===== config.mk =====
export PLATFORM = sky130hd
export DESIGN_NAME = mult_div_unit
export DESIGN_NICKNAME = d
export VERILOG_FILES = /design/src/rtl/mult_div_unit.sv
export SDC_FILE = /design/constraint.sdc
export NUM_CORES = 1
export LEC_CHECK = 0
export ABC_AREA = 0
export BUFFER_PORTS_ARGS = -buffer_cell sky130_fd_sc_hd__buf_2
export CAP_MARGIN = 30
export CORE_MARGIN = 4
export CORE_UTILIZATION = 50
export CTS_CLUSTER_DIAMETER = 100
export DETAILED_ROUTE_END_ITERATION = 6
export GPL_TIMING_DRIVEN = 0
export PLACE_DENSITY = 0.73
export SYNTH_ARGS = -nofsm -noshare
export SYNTH_HDL_FRONTEND = slang
export SYNTH_SLANG_ARGS = --single-unit

===== constraint.sdc =====
create_clock -name clk -period 9.65 [get_ports clk]
set_clock_uncertainty 0.2 [all_clocks]
set_input_delay 2.4125 -clock clk [delete_from_list [all_inputs] [get_ports clk]]
set_output_delay 2.4125 -clock clk [all_outputs]
set_load 0.02 [all_outputs]

===== src/rtl/mult_div_unit.sv =====
// Iterative 32-step multiply (shift/add) and restoring divide unit with HI/LO result registers.
// Optional feature macro: MULDIV_DIV_EN enables DIV/DIVU; without it only MULT/MULTU are accepted.
module mult_div_unit #(
  parameter int WIDTH = 32
) (
  input  logic             clk,
  input  logic             reset,
  input  logic             pause,
  input  logic             start,
  input  logic [1:0]       op,
  input  logic [WIDTH-1:0] operand_a,
  input  logic [WIDTH-1:0] operand_b,
  output logic             busy,
  output logic             done,
  output logic [WIDTH-1:0] hi,
  output logic [WIDTH-1:0] lo,
  output logic             div_by_zero
);

  localparam int CW = $clog2(WIDTH);
  localparam logic [CW-1:0] LAST_CNT = CW'(WIDTH - 1);

  typedef enum logic [1:0] {IDLE, RUN, FIX, DONE} state_t;

  state_t               state_reg, state_next;
  logic [CW-1:0]        cnt_reg;
  logic [2*WIDTH-1:0]   acc_reg;
  logic [2*WIDTH-1:0]   acc_next;
  logic [WIDTH-1:0]     mcand_reg;
  logic                 sign_a_reg, sign_b_reg;
  logic [WIDTH-1:0]     hi_reg, lo_reg;

  logic                 op_ok, accept;
  logic                 neg_a, neg_b;
  logic [WIDTH-1:0]     mag_a, mag_b;
  logic [WIDTH-1:0]     load_mcand;
  logic [2*WIDTH-1:0]   load_acc;
  logic [WIDTH:0]       mul_sum;
  logic [2*WIDTH-1:0]   mul_step, mul_res;
  logic [WIDTH-1:0]     fix_hi, fix_lo;

  // Signed ops (op[0]=0) work on magnitudes; the sign bits drive the FIX correction.
  assign neg_a = ~op[0] & operand_a[WIDTH-1];
  assign neg_b = ~op[0] & operand_b[WIDTH-1];
  assign mag_a = neg_a ? -operand_a : operand_a;
  assign mag_b = neg_b ? -operand_b : operand_b;

  assign accept = (state_reg == IDLE) & start & ~pause & op_ok;

  always_comb begin
    state_next = state_reg;
    if (!pause) begin
      case (state_reg)
        IDLE:    if (start && op_ok) state_next = RUN;
        RUN:     if (cnt_reg == LAST_CNT) state_next = FIX;
        FIX:     state_next = DONE;
        DONE:    state_next = IDLE;
        default: state_next = IDLE;
      endcase
    end
  end

  always_ff @(posedge clk or posedge reset) begin
    if (reset) state_reg <= IDLE;
    else       state_reg <= state_next;
  end

  assign busy = (state_reg != IDLE);
  assign done = (state_reg == DONE);

  // Multiply: low half of acc holds the multiplier and is shifted out as the product shifts in.
  assign mul_sum  = {1'b0, acc_reg[2*WIDTH-1:WIDTH]} + (acc_reg[0] ? {1'b0, mcand_reg} : '0);
  assign mul_step = {mul_sum, acc_reg[WIDTH-1:1]};
  assign mul_res  = (sign_a_reg ^ sign_b_reg) ? -acc_reg : acc_reg;

`ifdef MULDIV_DIV_EN
  logic               is_div_reg;
  logic [WIDTH-1:0]   dividend_reg;
  logic               dbz_reg;
  logic               fix_dbz;
  logic [WIDTH:0]     div_shift, div_trial;
  logic [2*WIDTH-1:0] div_step;
  logic [WIDTH-1:0]   quo_res, rem_res;

  assign op_ok      = 1'b1;
  assign load_mcand = op[1] ? mag_b : mag_a;
  assign load_acc   = {{WIDTH{1'b0}}, (op[1] ? mag_a : mag_b)};

  // Divide: acc = {partial remainder, dividend/quotient}; restore by keeping the shifted value.
  assign div_shift = {acc_reg[2*WIDTH-1:WIDTH], acc_reg[WIDTH-1]};
  assign div_trial = div_shift - {1'b0, mcand_reg};
  assign div_step  = div_trial[WIDTH]
                   ? {div_shift[WIDTH-1:0], acc_reg[WIDTH-2:0], 1'b0}
                   : {div_trial[WIDTH-1:0], acc_reg[WIDTH-2:0], 1'b1};
  assign acc_next  = is_div_reg ? div_step : mul_step;

  assign quo_res = (sign_a_reg ^ sign_b_reg) ? -acc_reg[WIDTH-1:0] : acc_reg[WIDTH-1:0];
  assign rem_res = sign_a_reg ? -acc_reg[2*WIDTH-1:WIDTH] : acc_reg[2*WIDTH-1:WIDTH];

  always_comb begin
    fix_hi  = mul_res[2*WIDTH-1:WIDTH];
    fix_lo  = mul_res[WIDTH-1:0];
    fix_dbz = 1'b0;
    if (is_div_reg) begin
      if (mcand_reg == '0) begin
        fix_hi  = dividend_reg;
        fix_lo  = '1;
        fix_dbz = 1'b1;
      end else begin
        fix_hi = rem_res;
        fix_lo = quo_res;
      end
    end
  end

  always_ff @(posedge clk or posedge reset) begin
    if (reset) begin
      is_div_reg   <= 1'b0;
      dividend_reg <= '0;
    end else if (accept) begin
      is_div_reg   <= op[1];
      dividend_reg <= operand_a;
    end
  end

  always_ff @(posedge clk or posedge reset) begin
    if (reset)                          dbz_reg <= 1'b0;
    else if (state_reg == FIX && !pause) dbz_reg <= fix_dbz;
  end

  assign div_by_zero = dbz_reg;
`else
  assign op_ok       = ~op[1];
  assign load_mcand  = mag_a;
  assign load_acc    = {{WIDTH{1'b0}}, mag_b};
  assign acc_next    = mul_step;
  assign fix_hi      = mul_res[2*WIDTH-1:WIDTH];
  assign fix_lo      = mul_res[WIDTH-1:0];
  assign div_by_zero = 1'b0;
`endif

  always_ff @(posedge clk or posedge reset) begin
    if (reset) begin
      cnt_reg    <= '0;
      acc_reg    <= '0;
      mcand_reg  <= '0;
      sign_a_reg <= 1'b0;
      sign_b_reg <= 1'b0;
    end else if (accept) begin
      cnt_reg    <= '0;
      acc_reg    <= load_acc;
      mcand_reg  <= load_mcand;
      sign_a_reg <= neg_a;
      sign_b_reg <= neg_b;
    end else if (state_reg == RUN && !pause) begin
      cnt_reg <= cnt_reg + 1'b1;
      acc_reg <= acc_next;
    end
  end

  always_ff @(posedge clk or posedge reset) begin
    if (reset) begin
      hi_reg <= '0;
      lo_reg <= '0;
    end else if (state_reg == FIX && !pause) begin
      hi_reg <= fix_hi;
      lo_reg <= fix_lo;
    end
  end

  assign hi = hi_reg;
  assign lo = lo_reg;

endmodule


==> key figures, run 1 <==
CTS
  – H-Tree Depth: 4
  – Cts bufs inserted: 17
  – Root buffer cell: clkbuf_16
  – Sink Count: 169
  – # hold bufs at CTS: 0
  – Clock transition at path regs: 0.07 ns
  – CTS max path bufs: 2
  – Post-CTS sizing: 0
  – CTS tree: yes
  – Post-CTS setup buffer count: 0
  – Worst skew pair latency: 0.43 ns

Pwr
  – Leakage: 5.88 nW
  – Pwr Total: 3.97 mW
  – Peak supply drop: 0.000157 V
  – Power per cell area: 315 nW/um^2

Critical path
  – Worst Setup Start Kind: input pin
  – CP Class: in2reg
  – CP endpoint kind: register
  – Crit-path max FO: 4
  – CP required: 9.75 ns
  – WP data arrival: 4.65 ns

Yosys
  – Count of cell types in the netlist: 77
  – Most frequent cell after synthesis: nand2_1
  – Register area share after synthesis: 38.6%
  – Syn Inst Count: 1296
  – Ys Warns: 0
  – Main synth FF type: dfrtp_1
  – Top cells by area, synth: dfrtp_1 (39%), nand2_1 (7.7%), o21ai_0 (7.2%)
  – Async SR Flop Fraction: 100%
  – Mapped Area: 11000 um^2
  – Post-synth top area cell: dfrtp_1
  – Post-synth top area share: 38.6%
  – Syn Area/Cell: 8.45 um^2
  – EDFF count, synth: 0
  – Most instantiated cells after synthesis: nand2_1 (225), dfrtp_1 (169), o21ai_0 (158), nor2_1 (93), a21oi_1 (79)
  – Syn nets: 1408
  – Yosys reg bits: 169

Routing
  – Total wire length: 29.0 mm
  – WL/cell: 16.7 um
  – Drt first pass iters: 5
  – Drc violations: 0
  – Via count: 9760
  – Number of DRC markers in iteration 0: 642
  – Vias per inst: 5.61
  – Final ANT Viol Nets: 0

Global route
  – Initial antenna violation count: 0
  – Largest net degree at the start of global routing: 119
  – First-pass GRT wire length: 46.0 mm
  – Global route overflow: 0
  – Tot GR Track Use: 23.3%
  – Number of global-route vias before repair: 9109

Floorplanning
  – Site Rows: 53
  – DIE HEIGHT: 156 um
  – Starting density of the core: 51.5%
  – Core area: 21300 um^2
  – DIE WIDTH: 156 um
  – Ports: 137
  – Die ar.: 24300 um^2

Timing
  – F_max: 219 MHz
  – Final hold slack: 0.271 ns
  – Slew Limit Headroom: 49.2%
  – Setup TNS: 0 ns
  – Slew Viols, Final: 0
  – Min Tclk post-route: 4.56 ns
  – Fin worst setup slack: 5.09 ns
  – Actual slew at the worst max-slew pin: 0.761 ns
  – Number of setup violations in the final report: 0
  – RSZ-0062 raised after global routing: false
  – Final Hold Vio Count: 0
  – Period utilization: 47.2%

Cells and area
  – Ant diodes: 0
  – Storage element area: 4230 um^2
  – Max reg flops: 64
  – Final #Nets: 1563
  – Share of cells above drive strength 1: 14.1%
  – Fillers: 1926
  – Area Growth Syn to Fin: 15.0%
  – Footprint of the multi-input gates: 6340 um^2

Placement
  – Post-DP HPWL: 22.7 mm
  – Gp weighted congestion: 0.939
  – I/O Buffers: 135
  – DP Worst Slack: 4.60 ns

Run status
  – Outcome: completed

Job
  – Max_cap viols: 0

Worst hold path
  – Hold crit path type: reg2reg
==> critical path, stage by stage <==
cell	delay (ns)
buf_2	0.13
nor4_1	0.50
nand2_1	0.19
nor4_1	0.60
and4b_1	0.41
a21oi_1	0.11
xor2_1	0.15
nor2_1	0.10
a31oi_1	0.05
==> per-layer routing <==
layer,routed length (um),track usage [%],up-vias
met2,12700,35.5,347
met3,2220,4.30,22
li1,-,-,4838
met1,13700,34.4,4553
met5,0,0,-
met4,318,5.96,0
==> placed cells by master, fill, tap and decap left out, drive strengths merged, types with 3 or more instances in the layout <==
cell type and n:
ha 41, and2 38, nand3 14, nor2 93
a21o 21, a211oi 3, nand2b 8, nand2 225
xnor2 74, nand3b 4, o41ai 12, o21bai 7
or2 4, nor2b 5, xor2 72, buf 145
a22o 4, a221o 3, inv 35, or4 11
o31ai 22, clkbuf 80, dfrtp 169, o21ai 161
nand4 8, nor4 17, and3 5, o211a 3
clkinv 4, nor3 24, a21oi 79, a31oi 30
or3 3
==> stage by stage <==
stage,std cells,util (%),cell area (um^2)
finish,1739,59.2,12600
global route,1739,59.2,12600
CTS,1739,59.2,12600
detailed placement,1707,56.4,12000
global placement,1706,56.3,12000
floorplan,1296,-,11000
==> area by class of cell <==
cell class,count,share of cell area (%)
Timing Repair Buffer,136,5.58
Clock inverter,14,1.18
Clock buffer,18,3.49
Tap cell,275,2.73
Inverter,26,0.834
Sequential cell,169,33.6
Multi-Input combinational cell,1030,50.4
Buffer,71,2.26
==> power breakdown <==
part / total [mW] / internal [mW] / switching, mW
clock network: 0.677 / 0.353 / 0.324
registers: 1.32 / 1.01 / 0.310
logic: 1.98 / 0.777 / 1.20
==> kinds of logic after synthesis <==
logic type | synth area share (%)
AO/OA/AOI/OAI | 20.2
XOR/XNOR | 11.7
adder cells (fa/ha/maj) | 4.87
buffers and inverters | 3.49
flip-flops | 38.6
multiplexers | 0.194
other | 0.0342
AND/OR/NAND/NOR | 21.0
==> path summary, 6_finish.rpt <==
kind                       depth (start not counted)                       from  slack (ns)                        end
setup reg to reg                                  13     acc_reg[0]$_DFFE_PP0P_        5.64    acc_reg[59]$_DFFE_PP0P_
min in group asynchronous                          2                      reset        1.76         lo[15]$_DFFE_PP0P_
hold / removal                                     2  mcand_reg[28]$_DFFE_PP0P_        0.27  mcand_reg[28]$_DFFE_PP0P_
max in group asynchronous                          3                      reset        6.57  mcand_reg[17]$_DFFE_PP0P_
hold reg to reg                                    2  mcand_reg[28]$_DFFE_PP0P_        0.27  mcand_reg[28]$_DFFE_PP0P_
setup / recovery                                   9               operand_b[5]        5.09    acc_reg[30]$_DFFE_PP0P_
Note: power is estimated with default switching activity, not from simulation.
==> inputs of run 2 (changes only) <==
PLACE_DENSITY = 0.76   (was 0.73)
clock period = 3.85 ns   (was 9.65 ns; I/O delays follow)
==> key figures, run 2 (synthesis results as in run 1) <==
Routing
  – Final ANT Viol Nets: 0 (unchanged)
  – Vias per inst: 5.68 (was 5.61)
  – Total wire length: 29.3 mm (was 29.0 mm)
  – WL/cell: 16.8 um (was 16.7 um)
  – Via count: 9906 (was 9760)
  – Number of DRC markers in iteration 0: 668 (was 642)
  – Drc violations: 0 (unchanged)
  – Drt first pass iters: 5 (unchanged)

Global route
  – GR Util met1: 35.6% (was 34.4%)
  – Number of global-route vias before repair: 9374 (was 9109)
  – First-pass GRT wire length: 47.6 mm (was 46.0 mm)
  – Global route overflow: 0 (unchanged)
  – Largest net degree at the start of global routing: 45 (was 119)
  – GR peak layer: met2 (unchanged)
  – Initial antenna violation count: 2 (was 0)
  – GR Util met2: 36.5% (was 35.5%)
  – Tot GR Track Use: 24.0% (was 23.3%)
  – Met3 usage: 4.24% (was 4.30%)

Timing
  – Final Hold Vio Count: 0 (unchanged)
  – Actual slew at the worst max-slew pin: 0.814 ns (was 0.761 ns)
  – Min Tclk post-route: 3.73 ns
  – Setup TNS: 0 ns (unchanged)
  – Slew Limit Headroom: 45.3% (was 49.2%)
  – Fin worst setup slack: 0.124 ns (was 5.09 ns)
  – RSZ-0062 raised after global routing: false (unchanged)
  – Slew Viols, Final: 0 (unchanged)
  – Number of setup violations in the final report: 0 (unchanged)
  – Period utilization: 96.8%
  – F_max: 268 MHz
  – Final hold slack: 0.277 ns (was 0.271 ns)

CTS
  – CTS max path bufs: 2 (unchanged)
  – Clock transition at path regs: 0.07 ns (about the same)
  – H-Tree Depth: 4 (unchanged)
  – Sink Count: 169 (unchanged)
  – # hold bufs at CTS: 0 (unchanged)
  – Cts bufs inserted: 17 (unchanged)
  – Root buffer cell: clkbuf_16 (unchanged)
  – Worst skew pair latency: 0.44 ns (was 0.43 ns)
  – CTS tree: yes (unchanged)

Critical path
  – Worst R2R Start: acc_reg[0]$_DFFE_PP0P_ (unchanged)
  – WP data arrival: 3.90 ns (was 4.65 ns)
  – Worst Setup Start Kind: register (was input pin)
  – CP required: 4.02 ns (was 9.75 ns)
  – Crit-path max FO: 10 (was 4)
  – Start point of the critical path: acc_reg[0]$_DFFE_PP0P_ (was operand_b[5])
  – CP Class: reg2reg (was in2reg)
  – CP endpoint kind: register (unchanged)

Floorplanning
  – Starting density of the core: 51.5% (unchanged)
  – DIE HEIGHT: 156 um (unchanged)
  – Die ar.: 24300 um^2 (unchanged)
  – DIE WIDTH: 156 um (unchanged)
  – Site Rows: 53 (unchanged)
  – Ports: 137 (unchanged)
  – Core area: 21300 um^2 (unchanged)

Pwr
  – Pwr Total: 10.0 mW (was 3.97 mW)
  – Switch share: 46.5% (was 46.2%)
  – Reg power frac: 33.0% (was 33.2%)
  – Logic pwr share: 49.6% (was 49.8%)
  – Net switching power figure: 4.67 mW (was 1.84 mW)
  – Leakage: 5.93 nW (was 5.88 nW)
  – Clock power frac: 17.4% (was 17.0%)
  – P_int: 5.38 mW (was 2.14 mW)
  – Peak supply drop: 0.000333 V (was 0.000157 V)
  – Power per cell area: 790 nW/um^2 (was 315 nW/um^2)

Cells and area
  – Most frequent cells in the layout: nand2_1 (225), dfrtp_1 (168), o21ai_0 (158) (was nand2_1 (225), dfrtp_1 (169), o21ai_0 (158))
  – Core Util, Final: 59.7% (was 59.2%)
  – Share of cells above drive strength 1: 14.8% (was 14.1%)
  – Commonest non-fill, non-tap cell in the layout: nand2_1 (unchanged)
  – Final non-filler cell total: 1744 (was 1739)
  – Fin area: 12700 um^2 (was 12600 um^2)
  – Final #Nets: 1568 (was 1563)
  – Ant diodes: 0 (unchanged)
  – Max reg flops: 64 (unchanged)
  – Area Growth Syn to Fin: 16.0% (was 15.0%)

Worst hold path
  – Hold Crit Start: mcand_reg[21]$_DFFE_PP0P_ (was mcand_reg[28]$_DFFE_PP0P_)
  – Hold crit path type: reg2reg (unchanged)

Placement
  – Post-DP HPWL: 23.2 mm (was 22.7 mm)
  – Gp weighted congestion: 0.947 (was 0.939)
  – Placed cell areas: 12100 um^2 (was 12000 um^2)
  – Placed insts: 1710 (was 1707)
  – I/O Buffers: 135 (unchanged)
  – DP Worst Slack: -0.138 ns (was 4.60 ns)

Run status
  – Outcome: completed (unchanged)

Job
  – Max_cap viols: 0 (unchanged)
## run 2: cell type report
cell class	instances	area [um^2]
Timing Repair Buffer	142	778
Buffer	70	284
Multi-Input combinational cell	1030	6350
Clock buffer	17	425
Tap cell	275	344
Inverter	26	101
Sequential cell	169	4230
Clock inverter	15	191
Fill cell	1907	8580
## run 2: critical path, stage by stage (launching register included)
cell and delay, ns:
dfrtp_2 0.51, buf_2 0.21, and2_1 0.17, ha_1 0.21, fa_1 0.41, a21o_1 0.19, a21o_1 0.20, a2111o_1 0.47
a41oi_2 0.26, o31a_1 0.23, o31ai_2 0.14, a311o_1 0.38, nand3_1 0.07
## run 2: power groups by stage
stage	combinational (mW)	clock, mW	sequential [mW]
CTS	4.96	1.76	3.30
global placement	4.81	0	3.28
floorplan	3.34	0	3.42
global route	5.53	1.84	3.43
detailed placement	4.93	0	3.31
finish	4.98	1.75	3.32
## run 2: what timing repair did
action | CTS | global route
gates resized for setup | 2 | 5
setup endpoints to repair | 7 | 6
pin swaps | 0 | 2
gates cloned | 0 | 0
setup buffers | 0 | 3
## run 2: final timing paths
check | slack [ns] | cells after the start | to
setup reg to reg | 0.12 | 12 | acc_reg[59]$_DFFE_PP0P_
hold reg to reg | 0.28 | 2 | mcand_reg[21]$_DFFE_PP0P_
max in group asynchronous | 2.20 | 4 | acc_reg[0]$_DFFE_PP0P_
setup / recovery | 0.12 | 12 | acc_reg[59]$_DFFE_PP0P_
hold / removal | 0.28 | 2 | mcand_reg[21]$_DFFE_PP0P_
min in group asynchronous | 0.38 | 2 | lo[18]$_DFFE_PP0P_
## run 2: routing by layer
metal,wire (um),vias up,share of wire (%)
met5,27,-,0.092
met4,424,4,1.4
met3,2020,41,6.9
met2,13000,312,44
met1,13800,4689,47
li1,-,4860,-
